## config.mk

```make
export PLATFORM = sky130hd
export DESIGN_NAME = cordic_bin_scheduler
export DESIGN_NICKNAME = d
export VERILOG_FILES = /design/src/rtl/cordic_bin_scheduler.sv
export SDC_FILE = /design/constraint.sdc
export NUM_CORES = 1
export LEC_CHECK = 0
export CAP_MARGIN = 10
export CORE_MARGIN = 3
export CORE_UTILIZATION = 51
export DETAILED_ROUTE_END_ITERATION = 8
export PLACE_DENSITY = 0.8
export SYNTH_ARGS = -nofsm -noshare
export SYNTH_HDL_FRONTEND = slang
export SYNTH_SLANG_ARGS = --single-unit
```

## constraint.sdc

```tcl
create_clock -name clk_cal -period 2.59 [get_ports clk_cal]
set_input_delay 0.259 -clock clk_cal [delete_from_list [all_inputs] [get_ports clk_cal]]
set_output_delay 0.259 -clock clk_cal [all_outputs]
set_load 0.01 [all_outputs]
```

## src/rtl/cordic_bin_scheduler.sv

```systemverilog
// cordic_bin_scheduler
//   Collects FFT bins from two requesters into per-requester FIFOs and feeds
//   them one at a time to a shared CORDIC engine, alternating between the
//   requesters when both have work. Bins with index >= 16 are counted and
//   discarded. A stalled engine is abandoned after TIMEOUT cycles.
//
// Ports
//   clk_cal, rst           calculation clock, synchronous active-high reset
//   reqK_valid/data/bin    requester K offers {real[31:16], imag[15:0]} + bin
//   reqK_ready             requester K FIFO has room
//   eng_start              one-cycle launch pulse to the engine
//   eng_data, eng_bin      engine operand, held between launches
//   eng_done               engine finished the outstanding conversion
//   done_valid, done_src   completion pulse and owning requester
//   drop_cnt               saturating count of discarded high bins
//   err                    sticky engine-timeout flag
module cordic_bin_scheduler #(
  parameter int unsigned DEPTH   = 4,
  parameter int unsigned TIMEOUT = 64
) (
  input  logic        clk_cal,
  input  logic        rst,
  input  logic        req0_valid,
  input  logic [31:0] req0_data,
  input  logic [4:0]  req0_bin,
  output logic        req0_ready,
  input  logic        req1_valid,
  input  logic [31:0] req1_data,
  input  logic [4:0]  req1_bin,
  output logic        req1_ready,
  output logic        eng_start,
  output logic [31:0] eng_data,
  output logic [4:0]  eng_bin,
  input  logic        eng_done,
  output logic        done_valid,
  output logic        done_src,
  output logic [7:0]  drop_cnt,
  output logic        err
);

  localparam int unsigned AW = (DEPTH > 1) ? $clog2(DEPTH) : 1;
  localparam int unsigned CW = $clog2(DEPTH + 1);
  localparam int unsigned TW = (TIMEOUT > 1) ? $clog2(TIMEOUT) : 1;
  localparam logic [CW-1:0] FULL_CNT = CW'(DEPTH);
  localparam logic [TW-1:0] TMO_LAST = TW'(TIMEOUT - 1);

  typedef enum logic [1:0] {IDLE, ISSUE, WAIT} state_t;

  state_t state_q, state_d;

  logic [1:0]    in_valid, ready, push, drop, pop, not_empty;
  logic [31:0]   in_data [2];
  logic [4:0]    in_bin  [2];
  // Stored bins are always < 16, so only the low four index bits are kept.
  logic [35:0]   mem     [2][DEPTH];
  logic [35:0]   head    [2];
  logic [AW-1:0] wr_ptr  [2];
  logic [AW-1:0] rd_ptr  [2];
  logic [CW-1:0] count   [2];

  logic          grant_q, last_grant_q, sel;
  logic [TW-1:0] timer_q;
  logic          timeout;
  logic [8:0]    drop_sum;

  always_comb begin
    in_valid   = {req1_valid, req0_valid};
    in_data[0] = req0_data;
    in_data[1] = req1_data;
    in_bin[0]  = req0_bin;
    in_bin[1]  = req1_bin;
    for (int unsigned k = 0; k < 2; k++) begin
      ready[k]     = (count[k] != FULL_CNT);
      push[k]      = in_valid[k] & ready[k] & ~in_bin[k][4];
      drop[k]      = in_valid[k] & ready[k] &  in_bin[k][4];
      not_empty[k] = (count[k] != '0);
      head[k]      = mem[k][rd_ptr[k]];
    end
    pop = (state_q == ISSUE) ? {grant_q, ~grant_q} : 2'b00;
  end

  assign req0_ready = ready[0];
  assign req1_ready = ready[1];

  // Round-robin: a lone non-empty FIFO wins; on a tie the one not served last.
  assign sel = not_empty[0] ? (not_empty[1] ? ~last_grant_q : 1'b0) : 1'b1;

  assign timeout    = (state_q == WAIT) && !eng_done && (timer_q == TMO_LAST);
  assign eng_start  = (state_q == ISSUE);
  assign done_valid = (state_q == WAIT) && eng_done;
  assign done_src   = grant_q;

  always_ff @(posedge clk_cal) begin
    for (int unsigned k = 0; k < 2; k++) begin
      if (push[k]) mem[k][wr_ptr[k]] <= {in_bin[k][3:0], in_data[k]};
    end
  end

  always_ff @(posedge clk_cal) begin
    for (int unsigned k = 0; k < 2; k++) begin
      if (rst) begin
        wr_ptr[k] <= '0;
        rd_ptr[k] <= '0;
        count[k]  <= '0;
      end else begin
        if (push[k]) wr_ptr[k] <= wr_ptr[k] + AW'(1);
        if (pop[k])  rd_ptr[k] <= rd_ptr[k] + AW'(1);
        case ({push[k], pop[k]})
          2'b10:   count[k] <= count[k] + CW'(1);
          2'b01:   count[k] <= count[k] - CW'(1);
          default: count[k] <= count[k];
        endcase
      end
    end
  end

  always_ff @(posedge clk_cal) begin
    if (rst) state_q <= IDLE;
    else     state_q <= state_d;
  end

  always_comb begin
    state_d = state_q;
    case (state_q)
      IDLE:    if (|not_empty) state_d = ISSUE;
      ISSUE:   state_d = WAIT;
      WAIT:    if (eng_done || timeout) state_d = IDLE;
      default: state_d = IDLE;
    endcase
  end

  always_comb begin
    drop_sum = {1'b0, drop_cnt} + {8'd0, drop[0]} + {8'd0, drop[1]};
  end

  // The operand is captured at grant time: the head cannot change before the
  // ISSUE cycle pops it, and the register then holds it between launches.
  always_ff @(posedge clk_cal) begin
    if (rst) begin
      grant_q      <= 1'b0;
      last_grant_q <= 1'b1;
      eng_data     <= '0;
      eng_bin      <= '0;
      timer_q      <= '0;
      err          <= 1'b0;
      drop_cnt     <= '0;
    end else begin
      if (state_q == IDLE && |not_empty) begin
        grant_q  <= sel;
        eng_data <= head[sel][31:0];
        eng_bin  <= {1'b0, head[sel][35:32]};
      end
      if (state_q == ISSUE) last_grant_q <= grant_q;
      if (state_q == WAIT && !eng_done && !timeout) timer_q <= timer_q + TW'(1);
      else                                          timer_q <= '0;
      if (timeout) err <= 1'b1;
      drop_cnt <= drop_sum[8] ? 8'hFF : drop_sum[7:0];
    end
  end

endmodule

```

==> results of run 1 <==
[worst max-delay path, cell delays in order (launching register included)]
cell and delay [ns]:
edfxtp_1 0.41, or3b_1 0.43, nand2_1 0.09, or2_4 0.16, ha_4 0.16, nand2b_1 0.07, fa_1 0.37, xor2_1 0.19
nor3_1 0.07, a21oi_1 0.13, nor2_1 0.06
[synthesized netlist by cell type, types with 5 or more instances]
master	instances	area (um2)
mux4_2	72	1620
a211oi_2	6	75.1
nand2b_1	7	43.8
inv_1	19	71.3
nor2_1	55	206
a211oi_1	31	233
nor3_1	14	70.1
mux2i_1	37	370
buf_6	5	56.3
dfxtp_1	55	1100
nand2_1	6	22.5
nand3_1	6	30.0
xor2_1	5	43.8
xnor2_1	8	70.1
and2_1	8	50.1
edfxtp_1	302	9070
buf_2	15	75.1
buf_4	6	45.0
ha_1	17	213
a21oi_1	8	40.0
clkbuf_1	12	45.0
[state kept, by name (all words and copies together) (netlist names)]
signal,flops
eng_bin,4
state_q,2
last_grant_q,1
done_src,1
wr_ptr,4
count,6
rd_ptr,4
eng_data,32
err,1
timer_q,6
drop_cnt,8
mem,288
[cell type report]
| type | instances | area [um2] | share of cell area (%) |
|---|---|---|---|
| flip-flops and latches | 357 | 10200 | 60.2 |
| multi-input cells | 308 | 3380 | 20.0 |
| clock buffers | 53 | 1070 | 6.32 |
| well taps | 335 | 419 | 2.48 |
| diodes | 3 | 7.51 | 0.0444 |
| repair buffers | 159 | 1660 | 9.82 |
| inverters | 19 | 71.3 | 0.422 |
| clock inverters | 14 | 124 | 0.733 |
[layout by cell type, fill, tap and decap left out, types with 10 or more instances in the layout]
cell type	n
a211oi_1	31
buf_12	12
buf_4	19
clkbuf_1	10
clkbuf_16	39
clkdlybuf4s50_1	127
dfxtp_1	55
edfxtp_1	302
ha_1	16
inv_1	19
mux2i_1	37
mux4_2	72
nor2_1	55
nor3_1	14
[power breakdown]
group          internal, mW  switching (mW)  leakage [nW]
Clock                  3.08            2.07         0.591
Sequential             6.53           0.136          3.21
Combinational         0.955           0.935          1.88
[per-stage QoR]
stage	hold slack [ns]	instances	area, um2	total power [mW]
floorplan	0.358	723	13800	7.87
global placement	0.429	1177	15700	8.63
detailed placement	0.449	1177	15700	8.69
CTS	0.263	1244	16900	13.8
global route	0.284	1247	16900	14.2
finish	0.264	1248	16900	13.7
[cell families after synthesis]
logic type      Yosys count
flops                   357
simple gates            112
mux                     109
buf+inv                  58
compound gates           54
fa+ha+maj                19
xor+xnor                 13
other cells               1
[timing repair]
item,CTS,global route
endpoints found under the setup margin,0,3
resized for setup,0,4
buffers inserted,0,1
[worst paths after layout]
kind,startpoint,slack [ns],cells past startpoint,endpoint
max,count[1][1],0.16,10,count[1][2]
min,rst,0.26,3,err
max reg2reg,count[1][1],0.16,10,count[1][2]
min reg2reg,timer_q[0],0.45,1,timer_q[0]
[metal layers]
layer,routed length (um),up-vias
li1,-,3173
met1,11500,3601
met2,14300,227
met3,1590,62
met4,834,4
met5,27,-
==> run metrics, run 1 <==
Max-slew headroom 57.8%; final setup margin 0.165 ns; final net count 980; layout cell share with drive strength beyond 1 19.9%; Global Route met2 Usage 33.5%; post-DR vias/cell 5.66; Post-DRT Antenna Nets 0; Adder-Cell Fraction of Synth Area 1.83%; Die Wd 171 um; EDFF count, synth 302; Setup crit start kind register; Leakage Power 5.69 nW; number of global-route vias before repair 7,606; Most Used Layer, Global Route met2; Num CTS Buffers 37; Mean Syn Cell Area 19.1 um2; CTS Buffer Depth 3; Syn Nets 821; synthesized area 13,800 um2; CTS tree yes; compound-gate portion of the synthesized area 3.08%; Final Hold Viols 0; DIE AREA 29,100 um2; DRT Pass-1 Iters 5; Initial Utilization 52.4%; CTS root buf clkbuf_16; Gate Count Post-Synth 723; # hold bufs at CTS 0; clock sinks 357; port bufs 128; routed length per instance 22.7 um; CP Data Required Time 2.82 ns; crit path DAT 2.66 ns; Min-Delay Path Class input pin to register; sequential area share after synthesis 73.7%; worst skew pair latency 0.52 ns; First DRT Iteration DRCs 501; min Tclk post-route 2.43 ns; RSZ-0062 raised after global routing no; core area 26,400 um2; area delta synth->final 22.4%; WL final 28,300 um; Max VDD drop 0.614 mV; P per Cell Area 811 nW/um2; Final GP Congestion 0.725; post-synthesis mux area share 14.4%; # setup viols final 0; met3 GRT Util 4.02%; drt drc 0; Std-Cell Rows 59; largest net degree at the start of global routing 54; GRT Util Overall 20.1%; vias after detailed routing 7,067; # fillers 1,758; Layout Skew 0.0187 ns; Worst Tran Pin Value 0.632 ns; H-Tree Level Count 2; first-pass GRT wire length 44,000 um; status complete, no violations; highest clock rate 412 MHz; M1 GR Usage 26.6%; largest family of logic cells by synthesized area multiplexers; Yosys cell types 42; number of antenna violations at the first check in global routing 4; XOR/XNOR share of the synthesized area 0.825%; Post-Route Utilization 64.1%; Place WS 0.0525 ns; clock slew at reported path FFs 0.06 ns; Synth Flop Type edfxtp_1; FFs w/ async S/R, synth 0%; post-synthesis register bit count 357; Synth warnings 0; Die Y 171 um; Max-Cap Viols 0; Tcrit/Tclk final 93.6%; grt ovf 0; DP Wirelength 18,200 um; critical-path maximum fanout 5; nature of the critical path endpoint register; TNS Setup 0 ns; Max Slew Vio Count 0; Crit Path Class register to register; # IOs 130; post-synthesis simple-gate area fraction 3.97%
Power figures use the tool's default switching activity.
==> inputs of run 2 (changes only) <==
- PLACE_DENSITY: 0.8 -> 0.75
==> run 2 against run 1 <==
  * First-iteration DRC count is 0.60% higher
  * Cell count fell by 0.48%
  * Die area stayed put
  * Highest routed layer unchanged
  * Worst hold slack improved by 0.084 ns
  * Sequential cell count unchanged
  * Sequential share of layout area grew 0.58 points
  * Fmax is 0.91% higher
==> run metrics, run 2 (synthesis results as in run 1) <==
Leakage Power 5.61 nW (was 5.69 nW); H-Tree Level Count 2 (unchanged); Post-DRT Antenna Nets 0 (unchanged); routed length per instance 22.3 um (was 22.7 um); largest net degree at the start of global routing 74 (was 54); met2 wire len 13,400 um (was 14,300 um); First DRT Iteration DRCs 504 (was 501); Max Slew Vio Count 0 (unchanged); GRT Util Overall 19.6% (was 20.1%); area delta synth->final 21.2% (was 22.4%); met3 routed WL 1570 um (was 1590 um); Final Hold Viols 0 (unchanged); CTS tree yes (unchanged); stages on the worst setup path 10 (unchanged); hold endpoint err (unchanged); status complete, no violations (unchanged); Die Wd 171 um (unchanged); capture point of the worst reg-to-reg path count[1][2] (unchanged); HP Start rst (unchanged); P per Cell Area 806 nW/um2 (was 811 nW/um2); # fillers 1,811 (was 1,758); R2R Setup Slk 0.19 ns (was 0.16 ns); final setup margin 0.186 ns (was 0.165 ns); critical-path maximum fanout 5 (unchanged); # hold bufs at CTS 0 (unchanged); Register Area 10,200 um2 (unchanged); Max-Cap Viols 0 (unchanged); Tcrit/Tclk final 92.8% (was 93.6%); highest clock rate 416 MHz (was 412 MHz); RSZ-0062 raised after global routing no (unchanged); min Tclk post-route 2.40 ns (was 2.43 ns); Crit Path Class register to register (unchanged); nature of the critical path endpoint register (unchanged); vias after detailed routing 7,057 (was 7,067); CP bufs+invs 0 (unchanged); drt drc 0 (unchanged); Num CTS Buffers 37 (unchanged); CTS root buf clkbuf_16 (unchanged); first-pass GRT wire length 43,000 um (was 44,000 um); most frequent cells in the layout edfxtp_1, clkdlybuf4s50_1, mux4_2, nor2_1, dfxtp_1 (unchanged); port bufs 128 (unchanged); Crit path max-delay family simple AND/OR/NAND/NOR gates (unchanged); Max-slew headroom 49.9% (was 57.8%); Hold WS 0.347 ns (was 0.264 ns); Final GP Congestion 0.759 (was 0.725); area of the multi-input gates 3370 um2 (was 3380 um2); DIE AREA 29,100 um2 (unchanged); clock slew at reported path FFs 0.06 ns (about the same); Std-Cell Rows 59 (unchanged); commonest non-fill, non-tap cell in the layout edfxtp_1 (unchanged); DP Wirelength 17,200 um (was 18,200 um); critical path, cell by cell or3b_1 -> nand2_1 -> or2_4 -> ha_4 -> nand2b_1 -> fa_1 -> xor2_1 -> nor3_1 -> a21oi_1 -> nor2_1 (unchanged); number of antenna violations at the first check in global routing 5 (was 4); Worst Tran Pin Value 0.750 ns (was 0.632 ns); max FFs per register 288 (unchanged); final net count 976 (was 980); Die Y 171 um (unchanged); Post-Route Utilization 63.5% (was 64.1%); grt ovf 0 (unchanged); M1 WL 12,000 um (was 11,500 um); post-DR vias/cell 5.68 (was 5.66); crit-path max cell delay 0.43 ns (about the same); Place WS 0.104 ns (was 0.0525 ns); TNS Setup 0 ns (unchanged); DRT Pass-1 Iters 5 (unchanged); crit path DAT 2.66 ns (about the same); # setup viols final 0 (unchanged); R2R Path Start count[1][0] (was count[1][1]); Initial Utilization 52.4% (unchanged); top sig layer met5 (unchanged); # IOs 130 (unchanged); Max VDD drop 0.683 mV (was 0.614 mV); CTS Buffer Depth 3 (unchanged); core area 26,400 um2 (unchanged); Layout Skew 0.0117 ns (was 0.0187 ns); Min-Delay Path Class input pin to register (unchanged); CP Data Required Time 2.84 ns (was 2.82 ns); layout cell share with drive strength beyond 1 19.2% (was 19.9%); clock sinks 357 (unchanged); Setup crit start kind register (unchanged); WL final 27,600 um (was 28,300 um); worst skew pair latency 0.52 ns (about the same); number of global-route vias before repair 7,383 (was 7,606); hold depth 3 (unchanged); slowest stage cell, crit path edfxtp_1 (was or3b_1); worst reg2reg path depth 10 (unchanged)
run 2: cell count changes in the layout (fill, tap and decap cells not counted), sizes merged:
cell      change
clkinvlp      +4
bufinv        -1
clkinv        +6
diode         -2
clkbuf        -9
buf           -4
run 2: through the flow:
stage,instance area [um2],power [mW],instances
finish,16700,13.5,1242
global route,16700,14.0,1242
CTS,16700,13.6,1238
detailed placement,15500,8.66,1171
global placement,15500,8.62,1171
floorplan,13800,7.87,723
run 2: metal layers:
metal,up-vias,GRT usage [%]
li1,3185,-
met1,3605,27.6
met3,57,4.00
met5,-,0
met4,8,5.54
met2,202,31.6
run 2: power by group:
group / leakage [nW] / internal [mW] / total, mW / switching (mW)
combinational: 1.85 / 0.941 / 1.88 / 0.937
clock: 0.549 / 2.82 / 4.94 / 2.12
sequential: 3.21 / 6.53 / 6.67 / 0.136
total: 5.61 / 10.3 / 13.5 / 3.20
run 2: final cells by class:
cell class / count / share of cell area [%]
Multi-Input combinational cell: 308 / 20.1
Sequential cell: 357 / 60.8
Clock buffer: 44 / 5.82
Timing Repair Buffer: 155 / 9.29
Antenna cell: 1 / 0.0150
Clock inverter: 23 / 1.03
Tap cell: 335 / 2.50
Inverter: 19 / 0.426
run 2: worst max-delay path by stage:
stage                 from     endpoint
2_1_floorplan  count[0][0]    mem[0][0]
3_3_place_gp   count[1][1]  count[1][2]
3_5_place_dp   count[1][1]  count[1][2]
4_1_cts        count[1][1]  count[1][2]
5_1_grt        count[1][0]  count[1][2]
6_report       count[1][0]  count[1][2]
run 2: worst min-delay path, stage by stage:
cell	delay (ns)
buf_2	0.15
buf_4	0.28
nor2_1	0.13
run 2: what timing repair did:
item	in CTS	in global routing
setup buffers	0	3
endpoints found under the setup margin	0	1
resized for setup	0	3
